File: src/rtl/div_rate_sched_pkg.sv
// Shared types and constants for the divider rate scheduler.
package div_rate_sched_pkg;

  localparam int DELAY_W = 32;
  localparam logic [DELAY_W-1:0] MIN_DELAY = 32'd2;

  typedef enum logic [1:0] {
    IDLE   = 2'd0,
    SWITCH = 2'd1,
    RUN    = 2'd2
  } state_t;

  // The divider cannot run with a delay below MIN_DELAY.
  function automatic logic [DELAY_W-1:0] clamp_delay(input logic [DELAY_W-1:0] d);
    return (d < MIN_DELAY) ? MIN_DELAY : d;
  endfunction

endpackage

File: src/rtl/div_rate_sched_edge_sync_rise.sv
// Two-flop synchronizer plus rising-edge detector for an asynchronous input.
module edge_sync_rise (
  input  logic clk,
  input  logic rst_n,
  input  logic d,
  output logic rise
);

  logic sync1_reg;
  logic sync2_reg;
  logic prev_reg;

  always_ff @(posedge clk or negedge rst_n) begin
    if (!rst_n) begin
      sync1_reg <= 1'b0;
      sync2_reg <= 1'b0;
      prev_reg  <= 1'b0;
    end else begin
      sync1_reg <= d;
      sync2_reg <= sync1_reg;
      prev_reg  <= sync2_reg;
    end
  end

  assign rise = sync2_reg & ~prev_reg;

endmodule

File: src/rtl/div_rate_sched.sv
// Fixed-priority sharing of one programmable divider; delay changes land only
// on a divided-clock rising edge or after a stall timeout.
module div_rate_sched
  import div_rate_sched_pkg::*;
#(
  parameter int                 N          = 4,
  parameter logic [DELAY_W-1:0] IDLE_DELAY = 32'd100_000,
  parameter int unsigned        MIN_HOLD   = 2,
  parameter logic [DELAY_W-1:0] TIMEOUT    = 32'd50_000_000
) (
  input  logic                 clk,
  input  logic                 rst_n,
  input  logic [N-1:0]         req,
  input  logic [DELAY_W*N-1:0] delay_cfg,
  input  logic                 div_clk,
  output logic [DELAY_W-1:0]   delay,
  output logic [N-1:0]         gnt,
  output logic                 busy,
  output logic                 switched
);

  localparam int IW = $clog2(N);
  localparam logic [DELAY_W-1:0] TMO_LAST = (TIMEOUT == '0) ? '0 : TIMEOUT - 32'd1;

  state_t             state_reg;
  logic [DELAY_W-1:0] delay_reg;
  logic [N-1:0]       gnt_reg;
  logic [IW-1:0]      gnt_idx_reg;
  logic               busy_reg;
  logic               switched_reg;
  logic [31:0]        tmo_cnt_reg;
  logic [31:0]        hold_cnt_reg;

  logic               rise;
  logic               win_valid;
  logic [IW-1:0]      win_idx;
  logic [DELAY_W-1:0] eff_delay [N];
  logic [DELAY_W-1:0] win_delay;
  logic [N-1:0]       win_onehot;
  logic               gnt_held;
  logic               boundary;
  logic               run_leave;

  edge_sync_rise u_div_rise (
    .clk   (clk),
    .rst_n (rst_n),
    .d     (div_clk),
    .rise  (rise)
  );

  for (genvar gi = 0; gi < N; gi++) begin : g_clamp
    assign eff_delay[gi] = clamp_delay(delay_cfg[DELAY_W*gi +: DELAY_W]);
  end

  // Lowest set index wins; scanning downward leaves the smallest index last.
  always_comb begin
    win_valid = 1'b0;
    win_idx   = '0;
    for (int i = N - 1; i >= 0; i--) begin
      if (req[i]) begin
        win_valid = 1'b1;
        win_idx   = IW'(i);
      end
    end
  end

  assign win_delay  = win_valid ? eff_delay[win_idx] : IDLE_DELAY;
  assign win_onehot = win_valid ? (N'(1) << win_idx) : '0;
  assign gnt_held   = req[gnt_idx_reg];
  assign boundary   = rise || (tmo_cnt_reg == TMO_LAST);
  assign run_leave  = !gnt_held
                   || ((win_idx < gnt_idx_reg) && (hold_cnt_reg == MIN_HOLD))
                   || (eff_delay[gnt_idx_reg] != delay_reg);

  always_ff @(posedge clk or negedge rst_n) begin
    if (!rst_n) begin
      state_reg    <= IDLE;
      delay_reg    <= IDLE_DELAY;
      gnt_reg      <= '0;
      gnt_idx_reg  <= '0;
      busy_reg     <= 1'b0;
      switched_reg <= 1'b0;
      tmo_cnt_reg  <= '0;
      hold_cnt_reg <= '0;
    end else begin
      switched_reg <= 1'b0;
      case (state_reg)
        IDLE: begin
          if (win_valid) begin
            state_reg   <= SWITCH;
            busy_reg    <= 1'b1;
            tmo_cnt_reg <= '0;
          end
        end
        SWITCH: begin
          // The target is the live winner, so retargeting costs no timeout restart.
          if (boundary) begin
            delay_reg    <= win_delay;
            gnt_reg      <= win_onehot;
            gnt_idx_reg  <= win_idx;
            switched_reg <= 1'b1;
            busy_reg     <= 1'b0;
            tmo_cnt_reg  <= '0;
            hold_cnt_reg <= '0;
            state_reg    <= win_valid ? RUN : IDLE;
          end else begin
            tmo_cnt_reg <= tmo_cnt_reg + 32'd1;
          end
        end
        RUN: begin
          if (rise && (hold_cnt_reg != MIN_HOLD))
            hold_cnt_reg <= hold_cnt_reg + 32'd1;
          if (run_leave) begin
            state_reg   <= SWITCH;
            busy_reg    <= 1'b1;
            tmo_cnt_reg <= '0;
          end
        end
        default: state_reg <= IDLE;
      endcase
    end
  end

  assign delay    = delay_reg;
  assign gnt      = gnt_reg;
  assign busy     = busy_reg;
  assign switched = switched_reg;

endmodule

File: config.mk
export PLATFORM = sky130hd
export DESIGN_NAME = div_rate_sched
export DESIGN_NICKNAME = d
export VERILOG_FILES = /design/src/rtl/div_rate_sched_pkg.sv /design/src/rtl/div_rate_sched_edge_sync_rise.sv /design/src/rtl/div_rate_sched.sv
export SDC_FILE = /design/constraint.sdc
export NUM_CORES = 1
export LEC_CHECK = 0
export BUFFER_PORTS_ARGS = -buffer_cell sky130_fd_sc_hd__buf_2
export CAP_MARGIN = 15
export CORE_UTILIZATION = 45
export CTS_CLUSTER_SIZE = 28
export DETAILED_ROUTE_END_ITERATION = 10
export GPL_TIMING_DRIVEN = 0
export PLACE_DENSITY = 0.74
export SLEW_MARGIN = 15
export SYNTH_ARGS = -nofsm -noshare
export SYNTH_HDL_FRONTEND = slang
export SYNTH_SLANG_ARGS = --single-unit
File: constraint.sdc
create_clock -name clk -period 3.9 [get_ports clk]
set_input_delay 0.195 -clock clk [delete_from_list [all_inputs] [get_ports clk]]
set_output_delay 0.195 -clock clk [all_outputs]
set_load 0.005 [all_outputs]
==> impl_summary.md <==
Worst setup path
The element type at the critical path start is a flop. The critical path goes through buf_2, clkbuf_2, mux4_2, xnor2_1, nand4_1, nor4_1, o2111ai_1, a211oi_2, or2_2, buf_4, buf_4, a22o_1. The longest individual stage delay on the worst path is approximately 440 ps. The critical path endpoint category is a flop. For the worst setup path, the data arrival time is roughly 4000 ps. The worst setup path is of the flop to flop kind. The required time of the worst setup path is approximately 4200 ps. The cell that appears most often on the critical path is buf_4.

Of all nets on the critical path, the largest fanout is 10. The highest-delay cell along the critical path is a211oi_2.

Die
For this configuration, the core starts out at a cell density of 46.3%. The row count is 47. The die outline width is 133 um.

The area inside the core boundary is 16,600 um^2. The die covers 17,600 um^2. The boundary pin count is 173. The vertical die dimension is ~130 um.

Power and ir drop
The total power divided by cell area is around 530 nW/um^2. The net switching fraction of the power is a little over two fifths. The part of the power in combinational logic is between 40% and 50%.

The internal power is between 0.002 and 0.003 W. The worst vdd rail ir drop is 0.276 mV. The clock network accounts for 19.1% of the total power. The portion of total power attributed to sequential cells is between 30% and 40%. Summed over all cells, the static leakage comes to between 4 and 5 nW. The switching power of the nets is 0.00208 W.

Clocking
The worst-case clock buffer depth is 2. The H-tree generated during clock tree synthesis spans 3 levels. The clock-pin slew on the worst setup and hold paths is ~90 ps. The root buffer cell chosen for the clock tree is clkbuf_16. TritonCTS built the clock tree. Post-CTS timing repair inserted 0 buffers for setup. The clock drives between 100 and 150 sinks.

The latest clock arrival within the worst-skew pair is approximately 370 ps. Buffers inserted during clock tree synthesis total 9.

Timing
Between clock sinks in the finished design, the worst skew comes to 12.0 ps. Measured against its own limit, the worst slew margin works out to 45.6%. The transition time at the pin with the least slew margin is roughly 810 ps.

For the final routed database, the setup TNS stands at 0 ps. The fmax is 267 MHz. The final-report max-slew violation count is 0. The worst path needs ~3700 ps of the cycle, external delays included.

The count of endpoints failing hold in the final timing report is 0. The setup-violating endpoint count in the final report is 0. Across all hold checks on the routed design, the worst slack comes to 148 ps. The final critical-path share of the clock period is between 90% and 100%. Setup repair after global routing left no endpoint under its margin.

Final layout
The leading cell type in the layout, fill and taps excluded is buf_2. In the layout the commonest cells are 175 x buf_2, 103 x dfrtp_1, 82 x nand2_1. Counting the fill cells in the layout gives ~1,600. The post-route netlist has around 25% of its cells at a drive strength greater than 1. Compared with the post-synthesis result, the final layout area differs by 19.3%.

The post-route cell area is between 9000 and 10,000 um^2. The count of non-filler cells in the finished layout is 1,266. In the final design database the tool counted about 1,200 nets. Cells fill between 50% and 60% of the core in the end.

Drt
Dividing the detail-routed wire length by the instance count gives approximately 22 um. After detailed routing, the total wire length is 27.9 mm. The iteration count of the initial detailed-routing pass is 5. For this block, the via count after detailed routing is 8,384. After detailed routing, the number of vias per cell comes to between 6 and 7. The first routing iteration left 1,027 violations. The number of nets still failing antenna checks after routing is 0.

In the routed design, unresolved DRC markers number 0.

Global route
The first-pass GRT wire length is 43.8 mm. Global routing used roughly 8.2% of the available met3 tracks. Entering global routing, the biggest net connects between 80 and 90 pins. The met2 track demand over resource is approximately 47%. After global routing, the most crowded layer is met2. Global routing finished with a remaining overflow of 0.

In the global route stage, met1 resource usage came out at between 40% and 50%. The overall routing resource usage is between 30% and 40%. The number of antenna violations at the first check in global routing is 1. The via count of the first global-routing pass is approximately 7,900.

Synth
The library cell occupying the most area in the post-synthesis netlist is dfrtp_1. Counting every net in the synthesized netlist gives 993. Yosys attributes the largest share of cell area to dfrtp_1 33%, mux4_2 5.3%, nand2_1 4.0%. The synthesized netlist occupies a cell area of slightly below 8000 um^2. The post-synthesis register bit count is between 100 and 150.

The Yosys step of the flow raised 0 warnings. The number of enable flip-flop cells after synthesis is 0. Synthesis handed over a netlist of 854 instances. The portion of the post-synthesis area used by sequential elements is 35.5%. The dominant synthesized flop cell is dfrtp_1. A synthesized cell averages 9.02 um^2. The number of library cell types mapped by synthesis is 62. The share of async-settable or async-resettable flops after synthesis is 100%.

The share of synthesized area in the top cell type comes to 33.5%.

Flow run
The number of max-cap violations is 0.

Placement
The placed instance count is ~1,200. The area of placed instances is roughly 9000 um^2. Port buffering added around 170 buffers. The HPWL after detailed placement is between 20 and 25 mm.

The global placer's final weighted congestion is slightly above 1.

Worst hold path
The type of the tightest min-delay check is input pin to flop.

Outcome
The flow ran to the end, and the final reports show no timing, DRC or antenna violations.
[synthesized netlist by cell type (all sizes together) (18+ instances only)]
cell      n
nand2    82
o221ai   33
nand4    27
nor3     32
a21oi    18
o221a    21
nor4     44
xor2     22
xnor2    33
clkbuf   35
nand3    30
and3     30
mux4     18
o21ai    53
dfrtp   103
mux2i    26
nor2     77
[area by class of cell]
class	instances	area [um^2]	share of cell area, %
sequential	109	2740	29.8
tap	220	275	3.00
clock inverter	7	66.3	0.722
clock buffer	9	225	2.45
multi-input combinational	686	4710	51.2
inverter	13	48.8	0.531
buffer	46	213	2.31
antenna	1	2.50	0.0272
timing repair buffer	175	915	9.95
[power by group through the flow]
stage               clock network, W  logic (W)  registers, W
floorplan                          0    0.00138       0.00164
global placement                   0    0.00216       0.00169
detailed placement                 0    0.00218       0.00169
CTS                         0.000942    0.00219       0.00167
global route                0.000988    0.00242       0.00172
finish                      0.000932    0.00226       0.00168
[logic make-up after synthesis]
logic type	after synthesis	synth area share [%]
simple gates	366	24.2
compound gates	210	20.4
flops	109	35.5
buf+inv	59	3.38
xor+xnor	55	6.25
mux	51	9.66
fa+ha+maj	4	0.650
[repair_timing]
item                       in CTS  in global routing
setup endpoints to repair       0                 19
hold buffers                    2                  0
hold endpoints to repair       27                  0
resized for setup               0                  2
[worst max-delay path: cells and delay by family, from the launching register on]
| family | cells | cell delay, ps |
|---|---|---|
| compound gates | 3 | 830 |
| xor+xnor | 1 | 370 |
| buf+inv | 4 | 1110 |
| flops | 1 | 330 |
| mux | 1 | 370 |
| simple gates | 3 | 650 |
[final timing paths]
| path | end | startpoint | depth (start not counted) | slack [ps] |
|---|---|---|---|---|
| max in group asynchronous | hold_cnt_reg[10] | rst_n | 3 | 2920 |
| hold reg to reg | u_div_rise.sync2_reg | u_div_rise.sync1_reg | 0 | 360 |
| setup / recovery | tmo_cnt_reg[1] | gnt_idx_reg[1] | 12 | 160 |
| setup reg to reg | tmo_cnt_reg[1] | gnt_idx_reg[1] | 12 | 160 |
| min in group asynchronous | delay[8] | rst_n | 2 | 260 |
| hold / removal | gnt[0] | req[0] | 3 | 150 |
[through the flow]
stage	worst slack, ps	total power [W]
4_1_cts	65.0	0.00480
6_report	160	0.00487
3_3_place_gp	132	0.00385
5_1_grt	105	0.00513
2_1_floorplan	1090	0.00301
3_5_place_dp	114	0.00387
[layer usage]
layer  vias up  wire length [um]
met4         0               853
li1       3683                 -
met5         -                 0
met3        86              2990
met1      4078             11700
met2       537             12400
No activity file was read; power rests on OpenSTA's default activity.
